===== src/rtl/motor_pkg.sv =====
// Shared types and helpers for the multi-channel H-bridge PWM drive.
package motor_pkg;

    typedef enum logic [2:0] {
        COAST = 3'd0,
        BRAKE = 3'd1,
        FWD   = 3'd2,
        REV   = 3'd3,
        DEAD  = 3'd4
    } state_e;

    localparam logic SGN_FWD = 1'b0;
    localparam logic SGN_REV = 1'b1;

    // Dead counter must hold DEAD_CYC; keep at least one bit when dead time is disabled.
    function automatic int unsigned dead_cnt_w(input int unsigned dead_cyc);
        return (dead_cyc == 32'd0) ? 32'd1 : 32'($clog2(dead_cyc + 32'd1));
    endfunction

endpackage


===== src/rtl/motor_pwm_ch.sv =====
// One H-bridge channel: command latch, drive FSM, dead-time counter and output flops.
module motor_pwm_ch
    import motor_pkg::*;
#(
    parameter int unsigned MAG_W    = 10,
    parameter int unsigned DEAD_CYC = 16
) (
    input  logic             clk,
    input  logic             rst_n,
    input  logic             en_i,
    input  logic             bnd_i,
    input  logic [MAG_W-1:0] cnt_i,
    input  logic [MAG_W:0]   cmd_i,
    output logic             fwd_o,
    output logic             rev_o,
    output logic             dead_o
);

    localparam int unsigned DW = dead_cnt_w(DEAD_CYC);

    state_e           state_q, state_d, tgt_c;
    logic [MAG_W-1:0] duty_q, duty_d;
    logic             sign_q, sign_d;
    logic             last_dir_q, last_dir_d;
    logic             last_vld_q, last_vld_d;
    logic [DW-1:0]    dcnt_q, dcnt_d;
    logic             fwd_q, fwd_d, rev_q, rev_d, dead_q, dead_d;
    logic             drv_c;

    always_ff @(posedge clk or negedge rst_n) begin
        if (!rst_n) begin
            state_q    <= COAST;
            duty_q     <= '0;
            sign_q     <= SGN_FWD;
            last_dir_q <= SGN_FWD;
            last_vld_q <= 1'b0;
            dcnt_q     <= '0;
            fwd_q      <= 1'b0;
            rev_q      <= 1'b0;
            dead_q     <= 1'b0;
        end else begin
            state_q    <= state_d;
            duty_q     <= duty_d;
            sign_q     <= sign_d;
            last_dir_q <= last_dir_d;
            last_vld_q <= last_vld_d;
            dcnt_q     <= dcnt_d;
            fwd_q      <= fwd_d;
            rev_q      <= rev_d;
            dead_q     <= dead_d;
        end
    end

    assign drv_c = (cnt_i < duty_q);

    // Next state; outputs reflect the current state and are forced low the cycle after en drops.
    always_comb begin
        duty_d     = duty_q;
        sign_d     = sign_q;
        last_dir_d = last_dir_q;
        last_vld_d = last_vld_q;
        dcnt_d     = dcnt_q;
        state_d    = state_q;
        tgt_c      = COAST;
        fwd_d      = 1'b0;
        rev_d      = 1'b0;
        dead_d     = 1'b0;

        if (en_i) begin
            unique case (state_q)
                BRAKE: begin
                    fwd_d = 1'b1;
                    rev_d = 1'b1;
                end
                FWD:     fwd_d  = drv_c;
                REV:     rev_d  = drv_c;
                DEAD:    dead_d = 1'b1;
                default: ;
            endcase
        end

        if (bnd_i) begin
            duty_d = cmd_i[MAG_W-1:0];
            sign_d = cmd_i[MAG_W];
        end

        if (duty_d == '0) begin
            tgt_c = BRAKE;
        end else if (sign_d == SGN_REV) begin
            tgt_c = REV;
        end else begin
            tgt_c = FWD;
        end

        if (!en_i) begin
            state_d = COAST;
            dcnt_d  = '0;
        end else if (state_q == DEAD) begin
            // A boundary inside DEAD only refreshes the command; the countdown is not restarted.
            if (bnd_i && (duty_d != '0)) begin
                last_dir_d = sign_d;
                last_vld_d = 1'b1;
            end
            if (dcnt_q <= DW'(1)) begin
                state_d = tgt_c;
                dcnt_d  = '0;
            end else begin
                dcnt_d = dcnt_q - DW'(1);
            end
        end else if (bnd_i) begin
            if (duty_d == '0) begin
                state_d = BRAKE;
            end else begin
                if ((DEAD_CYC != 0) && last_vld_q && (sign_d != last_dir_q)) begin
                    state_d = DEAD;
                    dcnt_d  = DW'(DEAD_CYC);
                end else begin
                    state_d = tgt_c;
                end
                last_dir_d = sign_d;
                last_vld_d = 1'b1;
            end
        end
    end

    assign fwd_o  = fwd_q;
    assign rev_o  = rev_q;
    assign dead_o = dead_q;

endmodule


===== src/rtl/motor_drive_pwm.sv =====
// Multi-channel H-bridge PWM drive: shared period counter plus one channel engine per motor.
module motor_drive_pwm
    import motor_pkg::*;
#(
    parameter int unsigned MAG_W    = 10,
    parameter int unsigned NUM_CH   = 2,
    parameter int unsigned DEAD_CYC = 16
) (
    input  logic                      clk,
    input  logic                      rst_n,
    input  logic                      en,
    input  logic [NUM_CH*(MAG_W+1)-1:0] cmd,
    output logic [NUM_CH-1:0]         fwd,
    output logic [NUM_CH-1:0]         rev,
    output logic [NUM_CH-1:0]         dead,
    output logic                      prd_strt
);

    logic [MAG_W-1:0] cnt_q, cnt_d;
    logic             prd_q, prd_d;
    logic             bnd_c;

    always_ff @(posedge clk or negedge rst_n) begin
        if (!rst_n) begin
            cnt_q <= '0;
            prd_q <= 1'b0;
        end else begin
            cnt_q <= cnt_d;
            prd_q <= prd_d;
        end
    end

    // Boundary is the last count of the period; prd_strt lands on the following cnt == 0.
    always_comb begin
        cnt_d = cnt_q + MAG_W'(1);
        bnd_c = (cnt_q == '1);
        prd_d = bnd_c;
    end

    assign prd_strt = prd_q;

    for (genvar i = 0; i < NUM_CH; i++) begin : g_ch
        motor_pwm_ch #(
            .MAG_W    (MAG_W),
            .DEAD_CYC (DEAD_CYC)
        ) u_ch (
            .clk    (clk),
            .rst_n  (rst_n),
            .en_i   (en),
            .bnd_i  (bnd_c),
            .cnt_i  (cnt_q),
            .cmd_i  (cmd[i*(MAG_W+1) +: (MAG_W+1)]),
            .fwd_o  (fwd[i]),
            .rev_o  (rev[i]),
            .dead_o (dead[i])
        );
    end

endmodule


===== config.mk =====
export PLATFORM = sky130hd
export DESIGN_NAME = motor_drive_pwm
export DESIGN_NICKNAME = d
export VERILOG_FILES = /design/src/rtl/motor_pkg.sv /design/src/rtl/motor_pwm_ch.sv /design/src/rtl/motor_drive_pwm.sv
export SDC_FILE = /design/constraint.sdc
export NUM_CORES = 1
export LEC_CHECK = 0
export ABC_AREA = 1
export CORE_UTILIZATION = 35
export CTS_BUF_LIST = sky130_fd_sc_hd__clkbuf_16
export CTS_CLUSTER_DIAMETER = 120
export DETAILED_ROUTE_END_ITERATION = 10
export PLACE_DENSITY = 0.57
export SYNTH_ARGS = -nofsm -noshare
export SYNTH_HDL_FRONTEND = slang
export SYNTH_SLANG_ARGS = --single-unit

===== constraint.sdc =====
create_clock -name clk -period 3.7 [get_ports clk]
set_input_delay 0.555 -clock clk [delete_from_list [all_inputs] [get_ports clk]]
set_output_delay 0.555 -clock clk [all_outputs]
set_load 0.01 [all_outputs]

==> results of run 1 <==
## report_power, final
group / internal, mW / leakage [nW] / switching, mW
registers: 0.668 / 0.766 / 0.0195
logic: 0.0675 / 1.38 / 0.0841
clock network: 0.579 / 0.146 / 0.283
total: 1.31 / 2.29 / 0.387
## critical path, delay by kind of cell (launching register included)
family | cells | cell delay [ns]
AOI/OAI and AO/OA | 1 | 0.26
adders and majority gates | 1 | 0.21
DFF | 1 | 0.39
and+or+nand+nor | 10 | 1.59
## per-layer routing
layer	vias to the layer above	routed length, um
met3	10	212
met4	0	140
met5	-	0
met1	1274	3470
met2	45	3260
li1	1410	-
## worst min-delay path by stage
stage                                        start                                  end  slack, ns  cells past startpoint
2_1_floorplan                                rst_n                   cnt_q[0]$_DFF_PN0_       0.26                      0
3_3_place_gp   g_ch[0].u_ch.last_vld_q$_DFFE_PN0P_  g_ch[0].u_ch.last_vld_q$_DFFE_PN0P_       0.46                      2
3_5_place_dp   g_ch[1].u_ch.last_vld_q$_DFFE_PN0P_  g_ch[1].u_ch.last_vld_q$_DFFE_PN0P_       0.47                      2
4_1_cts                                      rst_n   g_ch[0].u_ch.dcnt_q[1]$_DFFE_PN0P_       0.27                      1
5_1_grt                                      rst_n     g_ch[0].u_ch.duty_q[2]$_DFF_PN0_       0.32                      1
6_report                                     rst_n     g_ch[0].u_ch.duty_q[2]$_DFF_PN0_       0.26                      1
## area by class of cell
cell class                 count  share of cell area [%]
clock buffer                   9                    5.44
clock inverter                 6                    2.00
inverter                      83                    7.53
multi-input combinational    275                    37.9
sequential                    59                    35.7
tap                          129                    3.90
timing repair buffer          32                    7.56
## registers in the layout, indices dropped and copies added, names as in the netlist
name	cells
g_ch.u_ch.last_vld_q	2
g_ch.u_ch.dcnt_q	10
g_ch.u_ch.state_q	6
g_ch.u_ch.duty_q	20
g_ch.u_ch.fwd_o	2
g_ch.u_ch.dead_o	2
cnt_q	10
g_ch.u_ch.last_dir_q	2
g_ch.u_ch.rev_o	2
g_ch.u_ch.sign_q	2
prd_strt	1
## kinds of logic after synthesis
kind of cell | count (synthesis) | share of synthesized area [%]
compound gates | 36 | 6.07
xor+xnor | 12 | 3.03
fa+ha+maj | 23 | 8.31
buf+inv | 96 | 12.1
flops | 59 | 42.6
simple gates | 204 | 27.9
## synth_stat cells, drive strengths merged
master   number
o22ai         2
a21boi        2
a21oi         9
o211ai        2
ha           23
nor3          6
xnor2         5
or2           3
buf          13
o21ai        18
dfrtp        59
nor2         34
o21bai        1
nand2       114
nand3        29
inv          83
nand4        18
o2111ai       2
xor2          7
==> metrics.txt, run 1 <==
count of distinct cell types in the synthesized netlist=31; first-pass GRT wire length=12600 um; Synth Warn #=0; Overall Power=1.70 mW; Final Critical Period=2.58 ns; met1 Usage GRT=21.1%; post-cts resize count=0; M2 GR Usage=25.6%; CP arrival=2.80 ns; Max Fclk=388 MHz; drt wl/cell=11.9 um; Max Clock Skew=0.00799 ns; die height=101 um; Num Clock Sinks=59; final setup violation count=0; post-route clock period utilization=69.6%; met3 GRT Util=3.38%; initial drt markers=73; Seq/Total Area, Yosys=42.6%; Peak VDD IR=0.178 mV; Initial Utilization=36.8%; clock latency on the worst-skew pair=0.33 ns; cell area power density=411 nW/um^2; hold slack final=0.256 ns; # diodes=0; CP dominant cell by count=nand2_1; CTS root buf=clkbuf_16; Slew Limit Fails=0; post-synth top area share=42.6%; most common cell after layout, fill and taps aside=nand2_1; worst slew pin tran=0.653 ns; initial antenna violation count=0; fillers=951; Reg area=1480 sq um; Relative slew margins=56.5%; status=finished clean; Core Area=9420 sq um; port bufs=31; num rows=35; GRT Total Usage=16.2%; hold buffer count at cts=0; R2R setup slack=1.12 ns; Synth area leader=dfrtp_1; TritonCTS clock tree=done; Clock Path Buffers=2; WP data required=3.92 ns; most frequent cells in the layout=nand2_1 (109), inv_1 (83), dfrtp_1 (59), clkdlybuf4s50_1 (30), nor2_1 (27); Setup CP Type=register to register; DRT Pass-1 Iters=5; critical path capture point type=register; GRT Residual Overflow=0; die area=10300 sq um; clock-pin slew on the worst setup and hold paths=0.05 ns; RR Endpoint=g_ch[1].u_ch.dcnt_q[4]$_DFFE_PN0P_; P_leak=2.29 nW; htree depth=3; Synth Instances=430; Syn Area/Cell=8.06 sq um; Syn-to-layout area delta=19.5%; TritonCTS Buffers=9; vias per inst=4.62; DP HPWL=5220 um; worst r2r src=cnt_q[1]$_DFF_PN0_; post-CTS setup buffer count=0; Ports=32; worst slack at placement=1.14 ns; Final WS setup=1.12 ns; placed cell count=578; Hold Path Class=input port to async pin; DRC errors left=0; fin cells=593; crit-path cells=ha_1 > nand2_1 > nor2_4 > nand3_4 > o21ai_1 > nand2_1 > nor2_1 > nand3_2 > nand2_4 > nand2_1 > nand2_1 > nand2_1; GP Congestion=0.795; Placed Instance Area=3830 sq um; CP Launch Point=cnt_q[1]$_DFF_PN0_; Worst Path Max Fanout=25; fin area=4140 sq um; Worst Setup EP=g_ch[1].u_ch.dcnt_q[4]$_DFFE_PN0P_; Slowest-stage cell, CP=nor2_4; Detail Route Antenna Nets=0; setup TNS=0 ns; CP peak stage delay=0.49 ns; CP Launch Type=register; area of the multi-input gates=1570 sq um; vias in the first global route=2703; layout cells sized above 1=7.76%; Layout Nets=508; Die Width=101 um; Max Cap Violations=0; Post-Syn Area=3460 sq um; Reg2Reg Depth=12; routed via count=2739; largest net degree at the start of global routing=32; unrepaired setup endpoints after global routing=false; Post-Syn Nets=478; main area contributors after synthesis=dfrtp_1 (43%), nand2_1 (12%), inv_1 (8.9%); total routed wirelength=7080 um; Core Util, Final=44.0%; flop and latch count out of synthesis=59; Final Hold Fails=0; GRT busiest layer=met2
No activity file was read; power rests on OpenSTA's default activity.
==> run 2: changes to the inputs <==
PLACE_DENSITY = 0.59   (was 0.57)
clock period = 2.2 ns   (was 3.7 ns; I/O delays follow)
==> run 2 against run 1 <==
The flow now finishes with violations (negative hold slack). Sequential power up 67%. Die area is the same. Final cell count rose by 4.6%. Final area up 4.8%. Wire length is 7.0% higher. Worst setup slack worse by 0.99 ns. Hold slack worse by 0.27 ns.
==> metrics.txt, run 2 (synthesis gave the netlist of run 1 again) <==
port bufs=31; CTS root buf=clkbuf_16; TritonCTS clock tree=done; final setup violation count=0; largest net degree at the start of global routing=38; die area=10300 sq um; cell area power density=611 nW/um^2; P_leak=2.42 nW; highest routed layer=met4; Reg area=1480 sq um; Overall Power=2.65 mW; fillers=930; Detail Route Antenna Nets=0; Final Hold Fails=22; TritonCTS Buffers=9; Final Critical Period=2.07 ns; Relative slew margins=63.9%; routed via count=2835; initial antenna violation count=0; GRT Total Usage=16.5%; worst slew pin tran=0.542 ns; die height=101 um; met2 WL=3630 um; htree depth=3; biggest registers after layout=g_ch.u_ch.duty_q: 20 flops, cnt_q: 10 flops, g_ch.u_ch.dcnt_q: 10 flops; Peak VDD IR=0.277 mV; failing checks=negative hold slack; Layout Nets=534; Ports=32; area of the multi-input gates=1580 sq um; Setup CP Type=register to register; CP peak stage delay=0.37 ns; most common cell after layout, fill and taps aside=nand2_1; Comb power frac=9.9%; NetSw=0.662 mW; GRT Residual Overflow=0; drt wl/cell=12.2 um; Placed Instance Area=3960 sq um; Final WS setup=0.130 ns; clock latency on the worst-skew pair=0.33 ns; post-route clock period utilization=94.1%; max FFs per register=20; vias per inst=4.57; largest register by flop count=g_ch.u_ch.duty_q; Seq pwr share=43.5%; most frequent cells in the layout=nand2_1 (109), inv_1 (84), dfrtp_1 (59), clkdlybuf4s50_1 (30), nand3_1 (26); worst slack at placement=0.0606 ns; fin area=4340 sq um; Initial Utilization=36.8%; Worst Path Max Fanout=8; Sw Share=25.0%; Die Width=101 um; DP HPWL=5590 um; WP data required=2.42 ns; Slew Limit Fails=0; routed wl met3=267 um; status=finished with violations; critical path capture point type=register; CP dominant cell by count=nand2_1; crit-path cells=ha_2 > nand2_1 > nor2_4 > buf_8 > buf_12 > nand4_1 > nand2_1 > nand2_1 > nor2_4 > nand3_4 > nand2_4 > nand2_1 > nand2_1 > nand2_1; first-pass GRT wire length=12900 um; Num Clock Sinks=59; DRC errors left=0; Max Fclk=483 MHz; hold buffer count at cts=0; Core Area=9420 sq um; Max Clock Skew=0.00623 ns; # diodes=0; vias in the first global route=2854; Max Cap Violations=0; num rows=35; Hold Path Class=input port to async pin; hold slack final=-0.0139 ns; total routed wirelength=7580 um; layout cells sized above 1=13.6%; GP Congestion=0.821; Slowest-stage cell, CP=dfrtp_1; Worst path top cell family by delay=simple AND/OR/NAND/NOR gates; CP Launch Type=register; Syn-to-layout area delta=25.2%; Clock Path Buffers=2; M1 WL=3530 um; clock-pin slew on the worst setup and hold paths=0.05 ns; DRT Pass-1 Iters=4; clock power share=46.5%; Bufs and invs on worst path=2; Int Pwr=1.99 mW; Core Util, Final=46.1%; initial drt markers=83; CP arrival=2.29 ns
[run 2: cell count changes in the layout (fill, tap and decap cells not counted), moves of 2 or more]
cell / previous run / this run
clkinv_2: 0 / 3
nor2_2: 3 / 5
buf_4: 1 / 22
bufinv_16: 2 / 0
buf_12: 0 / 2
nor2_1: 27 / 25
[run 2: area by class of cell]
class / count / share of cell area, %
Timing Repair Buffer: 58 / 12.6
Inverter: 83 / 7.18
Clock inverter: 7 / 0.866
Multi-Input combinational cell: 275 / 36.4
Tap cell: 129 / 3.72
Clock buffer: 9 / 5.19
Sequential cell: 59 / 34.0
[run 2: path summary, 6_finish.rpt]
kind	endpoint	depth (start not counted)	startpoint	slack [ns]
worst min register to register	g_ch[1].u_ch.last_vld_q$_DFFE_PN0P_	2	g_ch[1].u_ch.last_vld_q$_DFFE_PN0P_	0.47
worst max register to register	g_ch[0].u_ch.dcnt_q[4]$_DFFE_PN0P_	14	cnt_q[1]$_DFF_PN0_	0.13
max in group asynchronous	g_ch[1].u_ch.last_dir_q$_DFFE_PN0P_	2	rst_n	1.63
worst min-delay path	g_ch[0].u_ch.duty_q[2]$_DFF_PN0_	1	rst_n	-0.01
worst max-delay path	g_ch[0].u_ch.dcnt_q[4]$_DFFE_PN0P_	14	cnt_q[1]$_DFF_PN0_	0.13
min in group clk	g_ch[1].u_ch.last_vld_q$_DFFE_PN0P_	2	g_ch[1].u_ch.last_vld_q$_DFFE_PN0P_	0.47
[run 2: power groups by stage]
stage	Combinational, mW	Sequential, mW	Clock [mW]
2_1_floorplan	0.155	1.17	0
3_3_place_gp	0.263	1.17	0
3_5_place_dp	0.266	1.17	0
4_1_cts	0.268	1.15	1.27
5_1_grt	0.303	1.16	1.32
6_report	0.264	1.15	1.23
[run 2: layer usage]
metal / global-route usage [%] / up-vias
li1: - / 1463
met1: 20.4 / 1315
met2: 27.1 / 46
met3: 4.35 / 11
met4: 7.25 / 0
met5: 0 / -
[run 2: timing repair]
action | CTS | global route
setup buffers | 0 | 11
endpoints found under the hold margin | 0 | 0
resized for setup | 0 | 8
setup endpoints to repair | 0 | 19
[run 2: stage by stage]
step	cells	hold WS [ns]	setup TNS, ns
after floorplan	430	0.0344	0
after global placement	593	0.342	0
after detailed placement	593	0.346	0
after CTS	609	0.00218	0
after global routing	620	0.0260	-0.0418
final	620	-0.0139	0
==> run 3: changes to the inputs <==
TNS_END_PERCENT = 50   (was not set)
==> results of run 3 <==
No change in the layout: final DEF, timing and power equal those of run 2.
